`config.mk`:
```
export PLATFORM = sky130hd
export DESIGN_NAME = decode_execute_flat
export DESIGN_NICKNAME = d
export VERILOG_FILES = /design/src/rtl/decode_execute_if.sv /design/src/rtl/decode_execute.sv /design/src/flat_wrapper.sv
export SDC_FILE = /design/constraint.sdc
export NUM_CORES = 1
export LEC_CHECK = 0
export BUFFER_PORTS_ARGS = -buffer_cell sky130_fd_sc_hd__buf_2
export CORE_MARGIN = 3
export CORE_UTILIZATION = 30
export DETAILED_ROUTE_END_ITERATION = 16
export HOLD_SLACK_MARGIN = 0.05
export PLACE_DENSITY = 0.53
export SLEW_MARGIN = 40
export SYNTH_ARGS = -nofsm -noshare
export SYNTH_HDL_FRONTEND = slang
export SYNTH_SLANG_ARGS = --single-unit
```
`constraint.sdc`:
```
create_clock -name Clk -period 3.45 [get_ports Clk]
set_input_delay 0 -clock Clk [delete_from_list [all_inputs] [get_ports Clk]]
set_output_delay 0 -clock Clk [all_outputs]
set_load 0.02 [all_outputs]
```
`src/rtl/decode_execute_if.sv`:
```
// Fetch <-> decode/execute link: the instruction coming forward and the
// branch resolution going back to the fetch PC adder.
interface decode_execute_if;
  logic [7:0] Instruction_Code;
  logic       PCSrc;
  logic [7:0] X;

  // Fetch side presents instructions and consumes branch resolution.
  modport master (output Instruction_Code, input PCSrc, input X);
  // Decode/execute side latches instructions and resolves branches.
  modport slave  (input Instruction_Code, output PCSrc, output X);
endinterface

```
`src/rtl/decode_execute.sv`:
```
// Decode/execute stage of the 8-bit core: instruction register, 8x8 register
// file, single-cycle execute/writeback, BEQZ resolution with optional squash
// of the wrong-path instruction, and a retired-instruction counter.
module decode_execute #(
  parameter bit BRANCH_FLUSH = 1'b1
) (
  input  logic               Clk,
  input  logic               Reset,
  decode_execute_if.slave    fetch,
  input  logic [2:0]         Dbg_Sel,
  output logic [7:0]         Dbg_Data,
  output logic [7:0]         Instr_Count
);

  typedef enum logic [1:0] {
    OP_MOV  = 2'b00,
    OP_ADD  = 2'b01,
    OP_LDI  = 2'b10,
    OP_BEQZ = 2'b11
  } op_e;

  logic [7:0] ir;
  logic       ir_v;
  logic [7:0] regs [8];
  logic [7:0] instr_count;

  op_e        op;
  logic [2:0] rd;
  logic [2:0] rs;
  logic [7:0] imm;
  logic [7:0] rd_val;
  logic [7:0] rs_val;
  logic       is_beqz;
  logic       take;
  logic       squash;
  logic       wr_en;
  logic [7:0] wr_data;

  // Field extraction from the held instruction.
  assign op      = op_e'(ir[7:6]);
  assign rd      = ir[5:3];
  assign rs      = ir[2:0];
  assign imm     = {{5{ir[2]}}, ir[2:0]};
  assign rd_val  = regs[rd];
  assign rs_val  = regs[rs];

  // Branch resolution: the held instruction is a valid BEQZ and its register is zero.
  assign is_beqz = ir_v && (op == OP_BEQZ);
  assign take    = is_beqz && (rd_val == 8'h00);
  assign squash  = BRANCH_FLUSH && take;

  assign fetch.PCSrc = take;
  assign fetch.X     = is_beqz ? imm : 8'h00;
  assign Dbg_Data    = regs[Dbg_Sel];
  assign Instr_Count = instr_count;

  // Writeback selection for the valid non-branch opcodes.
  always_comb begin
    // NOTE: every output of this block is given a default first, so no path
    // leaves it unassigned and no latch is inferred.
    wr_en   = 1'b0;
    wr_data = 8'h00;
    if (ir_v) begin
      case (op)
        OP_MOV:  begin wr_en = 1'b1; wr_data = rs_val;          end
        OP_ADD:  begin wr_en = 1'b1; wr_data = rd_val + rs_val; end
        OP_LDI:  begin wr_en = 1'b1; wr_data = imm;             end
        default: begin wr_en = 1'b0; wr_data = 8'h00;           end
      endcase
    end
  end

  // Register file: single write port, cleared by reset.
  always_ff @(posedge Clk or negedge Reset) begin
    // NOTE: the register file is reset explicitly because its contents are
    // architecturally visible (debug port, BEQZ on a never-written register),
    // so it must be a flop array rather than an unreset RAM.
    if (!Reset) begin
      for (int i = 0; i < 8; i++) regs[i] <= 8'h00;
    end else if (wr_en) begin
      // NOTE: non-blocking so the read of regs[rd]/regs[rs] feeding this
      // write sees the pre-edge value; the result is visible next cycle.
      regs[rd] <= wr_data;
    end
  end

  // Instruction register, valid bit and retired-instruction counter.
  always_ff @(posedge Clk or negedge Reset) begin
    if (!Reset) begin
      ir          <= 8'h00;
      ir_v        <= 1'b0;
      instr_count <= 8'h00;
    end else begin
      if (ir_v) instr_count <= instr_count + 8'h01;
      if (squash) begin
        ir_v <= 1'b0;
      end else begin
        ir   <= fetch.Instruction_Code;
        ir_v <= 1'b1;
      end
    end
  end

endmodule

```
`src/flat_wrapper.sv`:
```
// flat-port wrapper written by rule: the top's interface ports become plain ports
module decode_execute_flat 
#(
  parameter bit BRANCH_FLUSH = 1'b1
)
  (Clk, Reset, Dbg_Sel, Dbg_Data, Instr_Count, fetch_Instruction_Code, fetch_PCSrc, fetch_X);
  decode_execute_if fetch_i ();
  input  logic Clk;
  input  logic Reset;
  input  logic [2:0] Dbg_Sel;
  output logic [7:0] Dbg_Data;
  output logic [7:0] Instr_Count;
  input wire logic [$bits(fetch_i.Instruction_Code)-1:0] fetch_Instruction_Code;
  output wire logic [$bits(fetch_i.PCSrc)-1:0] fetch_PCSrc;
  output wire logic [$bits(fetch_i.X)-1:0] fetch_X;
  assign fetch_i.Instruction_Code = fetch_Instruction_Code;
  assign fetch_PCSrc = fetch_i.PCSrc;
  assign fetch_X = fetch_i.X;
  decode_execute #(.BRANCH_FLUSH(BRANCH_FLUSH)) u_core (.Clk(Clk), .Reset(Reset), .fetch(fetch_i), .Dbg_Sel(Dbg_Sel), .Dbg_Data(Dbg_Data), .Instr_Count(Instr_Count));
endmodule
```
=== Word level (Yosys, flattened, before mapping) ===
Index checks and enable logic that the tools add are counted.

* Register bits: 81
* Bits of input ports: 13
* Output and inout port bits: 25
* Word-level logic and storage cells: 47

* Add/subtract/negate cells: 2
* Magnitude comparators: 4
* Equality and inequality tests: 3
* Mux-type cells: 18
* Bitwise logic cells: 3
* Reduce and logical (&&, ||, !) cells: 6

{| class="wikitable"
|+ Operators by type and width
! operator !! number
|-
| 8-bit binary-select mux with 3-bit select || 3
|-
| 8-bit two-way mux || 9
|-
| 64-bit bitwise mux || 1
|-
| 8-bit demux with 3-bit select || 1
|-
| 8-bit one-hot mux with 3 select lines || 1
|-
| 4-bit >= comparator (second input constant) || 3
|-
| 3-bit inverter with 4-bit output || 3
|-
| 8-bit by 1-bit adder with 8-bit output (second input constant) || 1
|-
| 8-bit adder || 1
|-
| 8-bit zero test || 1
|-
| 2-bit == test (second input constant) || 2
|-
| 4-bit by 1-bit less-than comparator with 1-bit output (second input constant) || 1
|-
| 1-bit logical AND || 3
|-
| 1-bit two-way mux || 3
|-
| 3-bit OR reduction || 1
|-
| 2-bit by 1-bit == test with 1-bit output (second input constant) || 1
|-
| 2-bit zero test || 1
|}

=== Depth between registers and ports, before layout ===
* Depth in word-level cells: 8
* Mapped depth: 15
* Depth with buffers taken out: 11

=== Worst setup path before layout ===
Ideal clock, no wire load.

* Path type: flip-flop to flip-flop
* From: register u_core.ir[4]
* To: register u_core.regs[14] (netlist bit)
* Setup time: 133 ps
* Data arrival time: 3373 ps
* Required time: 3317 ps
* Slack: -56 ps
* Cell stages (with the launch flop): 16
* Path buffers: 4
* Period minus slack after synthesis: 3506 ps
* Cell sequence: dfrtp_1 > buf_6 > buf_4 > buf_6 > mux4_2 > mux2i_1 > inv_1 > ha_1 > fa_1 > a21o_1 > a21oi_1 > nor4_1 > o41ai_1 > and3_1 > clkbuf_1 > o21ai_0

* Cells in the longest elaborated chain, start to end: 8
* Elaborated cells between the ends (all ways): 13
* Classes of those cells: add/sub (1); order compare (2); mux (8); bitwise (1); reduce/logical (1)

{| class="wikitable"
|+ RTL lines
! item !! line !! source
|-
| start: declaration || decode_execute.sv:22 || <nowiki>logic [7:0] ir;</nowiki>
|-
| start signal: assignment || decode_execute.sv:98 || <nowiki>ir <= fetch.Instruction_Code;</nowiki>
|-
| 3-bit inverter with 4-bit output (not written as such) (*) || decode_execute.sv:44, decode_execute.sv:83 ||
|-
| 8-bit binary-select mux with 3-bit select || decode_execute.sv:44 || <nowiki>assign rd_val = regs[rd];</nowiki>
|-
| 8-bit two-way mux (not written as such) (2 in series) || decode_execute.sv:44 ||
|-
| 8-bit adder || decode_execute.sv:66 || <nowiki>OP_ADD: begin wr_en = 1'b1; wr_data = rd_val + rs_val; end</nowiki>
|-
| 8-bit one-hot mux with 3 select lines || decode_execute.sv:64 || <nowiki>case (op)</nowiki>
|-
| 8-bit two-way mux || decode_execute.sv:63 || <nowiki>if (ir_v) begin</nowiki>
|-
| 64-bit bitwise mux (*) || decode_execute.sv:83 || <nowiki>regs[rd] <= wr_data;</nowiki>
|-
| end signal: indexed assignment || decode_execute.sv:83 ||
|-
| end: declaration || decode_execute.sv:24 || <nowiki>logic [7:0] regs [8];</nowiki>
|}

Every way passes the cells marked *; elsewhere a longest branch is shown, timed or not. The select of a mux whose other input is x is not followed.
A chain may end at the register's enable or synchronous reset.

=== Final worst setup path ===
* From: register u_core.ir[3]
* To: register u_core.regs[20] (netlist bit)

Same word-level chain as after synthesis.

==> impl_metrics.tcl <==
set metrics [dict create \
    outcome "finished, final reports clean" \
    dp_cells 735 \
    synth.distinct_cells 51 \
    core_um2 16800 \
    grtUsageTotal_pct 17.0 \
    drt_iter0_drc 366 \
    netlist_instances 463 \
    grt_use_met2_pct 27.1 \
    ys_async_sr_fraction_pct 100 \
    fin_skew_ps 7.03 \
    final_cell_mix "dfrtp_1, nor2_1, buf_4" \
    vias_per_cell 5.40 \
    fillers 1660 \
    final_common_cell "dfrtp_1" \
    rsz0062_at_grt "false" \
    r2r_slack_ps 130 \
    cts_sinks 81 \
    tritoncts "done" \
    crit_chain "buf_4 > inv_1 > mux2i_4 > inv_1 > ha_1 > fa_2 > a21o_1 > a21oi_2 > buf_4 > xnor2_1 > a221o_2 > mux2_2" \
    fp-row-count 47 \
    power_leakage_uw 0.00270 \
    clk_pin_slew_ps 60 \
    routed_wl_mm 15.3 \
    max_stage_delay_ps 440 \
    endpoint_kind "register" \
    synth_edf_count 0 \
    diodes 0 \
    critPathLaunchType "register" \
    setup_viol 0 \
    slew_headroom_pct 42.7 \
    use_met1_pct 22.6 \
    holdWs_ps 270 \
    ios 38 \
    cts_buffers 9 \
    worstPathRequired_ps 3680 \
    drive_gt1_share_pct 37.7 \
    placement.cell_area_um2 5920 \
    ir_drop_uv 349 \
    grt_busiest_layer "met2" \
    grt_pass1_vias 4130 \
    grt.met3_usage_pct 3.69 \
    fin_tns_setup_ps 0 \
    hold_class "in -> async" \
    die_h_um 138 \
    hold_viol_final 0 \
    synth_flop_cell "dfrtp_1" \
    fin_crit_sh_pct 96.3 \
    ant_nets 0 \
    pre_cts_ws_ps -65.7 \
    arrival_ps 3550 \
    slew_violations 0 \
    htreeDepth 3 \
    instances_no_fill 758 \
    portBuffers 37 \
    critPathMaxFanout 12 \
    vias 4093 \
    maxCapViolCount 0 \
    synth_seq_cells 81 \
    start_util_pct 31.0 \
    die_w_um 138 \
    power_per_cell_area_nw_per_um2 837 \
    drc 0 \
    synthToLayoutAreaGrowth_pct 21.8 \
    cp_slowest_cell "dfrtp_1" \
    clk_latency_ps 350 \
    critPathKind "reg -> reg" \
    synth_nets 485 \
    grt_pass1_wl_mm 23.9 \
    hpwl_mm 11.0 \
    grt_max_degree 82 \
    tightest_slew_ps 855 \
    nets 557 \
    grt_antenna_before_repair 0 \
    yosysWarnings 0 \
    wl_per_cell_um 20.2 \
    finalCriticalPeriod_ps 3320 \
    die-area_um2 18900 \
    design_area_um2 6320 \
    cts_buffer_depth 2 \
    final.setup.worst_slack_ps 126 \
    overflow 0 \
    synth_area_um2 5190 \
    root_buffer "clkbuf_16" \
    postSynthAreaPerCell_um2 11.2 \
    gp_routability_congestion 0.883 \
    dr.pass1.iters 4 \
    max_freq_ghz 0.301 \
    ys_seq_area_share_pct 39.0 \
]
[metrics by stage]
step / util (%) / power (µW)
floorplan: - / 3420
global placement: 35.2 / 4240
detailed placement: 35.3 / 4320
CTS: 37.6 / 5310
global route: 37.7 / 5680
finish: 37.7 / 5290
[cell type report]
type / instances / area [µm²] / share of cell area [%]
Inverter: 11 / 41.3 / 0.653
Sequential cell: 81 / 2030 / 32.1
Timing Repair Buffer: 98 / 728 / 11.5
Multi-Input combinational cell: 334 / 2960 / 46.9
Tap cell: 220 / 275 / 4.35
Clock inverter: 3 / 42.5 / 0.673
Clock buffer: 11 / 243 / 3.84
[power breakdown]
part | total (µW) | switching [µW] | leakage, µW | internal [µW]
combinational | 2550 | 1170 | 0.00159 | 1380
sequential | 1800 | 455 | 0.000969 | 1350
clock | 937 | 367 | 0.000137 | 570
[cells by family (layout without fill, tap and decap cells)]
logic type	Yosys count	after routing	share of synthesized area, %
buffers and inverters	48	123	4.60
xor gates and xnor gates	12	12	2.02
and+or+nand+nor	130	130	12.4
AOI/OAI and AO/OA	90	90	10.7
DFF	81	81	39.0
muxes	93	93	28.9
adders and majority gates	9	9	2.31
[cells in the mapped netlist, drive strengths merged (2+ instances only)]
master  count  area (µm²)
nand3      17        85.1
buf        18         126
a31oi      12        75.1
mux2i       8        80.1
dfrtp      81        2030
nor3b       2        15.0
and2        3        18.8
or3b        2        17.5
ha          8         100
a21oi      42         210
and3        6        37.5
xnor2       8        70.1
xor2        4        35.0
nor4        2        27.5
nor2       53         199
nor2b       5        31.3
o21ai      13        65.1
o41a        2        22.5
nand2      28         105
nand3b      2        15.0
a221o       3        30.0
inv        10        37.5
mux4       40         908
nand4       2        12.5
o22a        2        17.5
a221oi      3        26.3
or2         2        12.5
o31a        6        52.6
or4         2        20.0
clkbuf     19        71.3
mux2       45         510
[layer usage]
metal	vias up	share of wire, %	routed length, µm
met5	-	0	0
met4	0	2.2	335
met2	129	49	7470
li1	1870	-	-
met3	25	5.6	858
met1	2069	43	6640
[what timing repair did]
item	CTS	global route
resized for setup	4	5
endpoints found under the hold margin	89	0
pin swaps	0	1
hold buffers	9	0
setup endpoints to repair	16	29
setup buffers	0	0
[registers in the layout (all words and copies together), names as in the netlist]
| name | cells |
|---|---|
| u_core.Instr_Count | 8 |
| u_core.ir | 8 |
| u_core.ir_v | 1 |
| u_core.regs | 64 |
[critical path: cells and delay by family (launching register included)]
| family | cells | cell delay [ps] |
|---|---|---|
| multiplexers | 2 | 610 |
| AO/OA/AOI/OAI | 3 | 780 |
| buffers and inverters | 4 | 710 |
| flip-flops | 1 | 440 |
| XOR/XNOR | 1 | 60 |
| adder cells (fa/ha/maj) | 2 | 580 |
[worst paths after layout]
kind                                                endpoint  depth (start not counted)                               from
setup / recovery                 u_core.regs[20]$_DFFE_PN0P_                         12           u_core.ir[3]$_DFFE_PN0N_
hold / removal                   u_core.regs[37]$_DFFE_PN0P_                          2                              Reset
setup reg to reg                 u_core.regs[20]$_DFFE_PN0P_                         12           u_core.ir[3]$_DFFE_PN0N_
hold reg to reg            u_core.Instr_Count[7]$_DFFE_PN0P_                          1  u_core.Instr_Count[7]$_DFFE_PN0P_
max in group asynchronous           u_core.ir[0]$_DFFE_PN0N_                          2                              Reset
min in group Clk                    u_core.ir[7]$_DFFE_PN0N_                          3          fetch_Instruction_Code[7]
No activity file was read; power rests on OpenSTA's default activity.
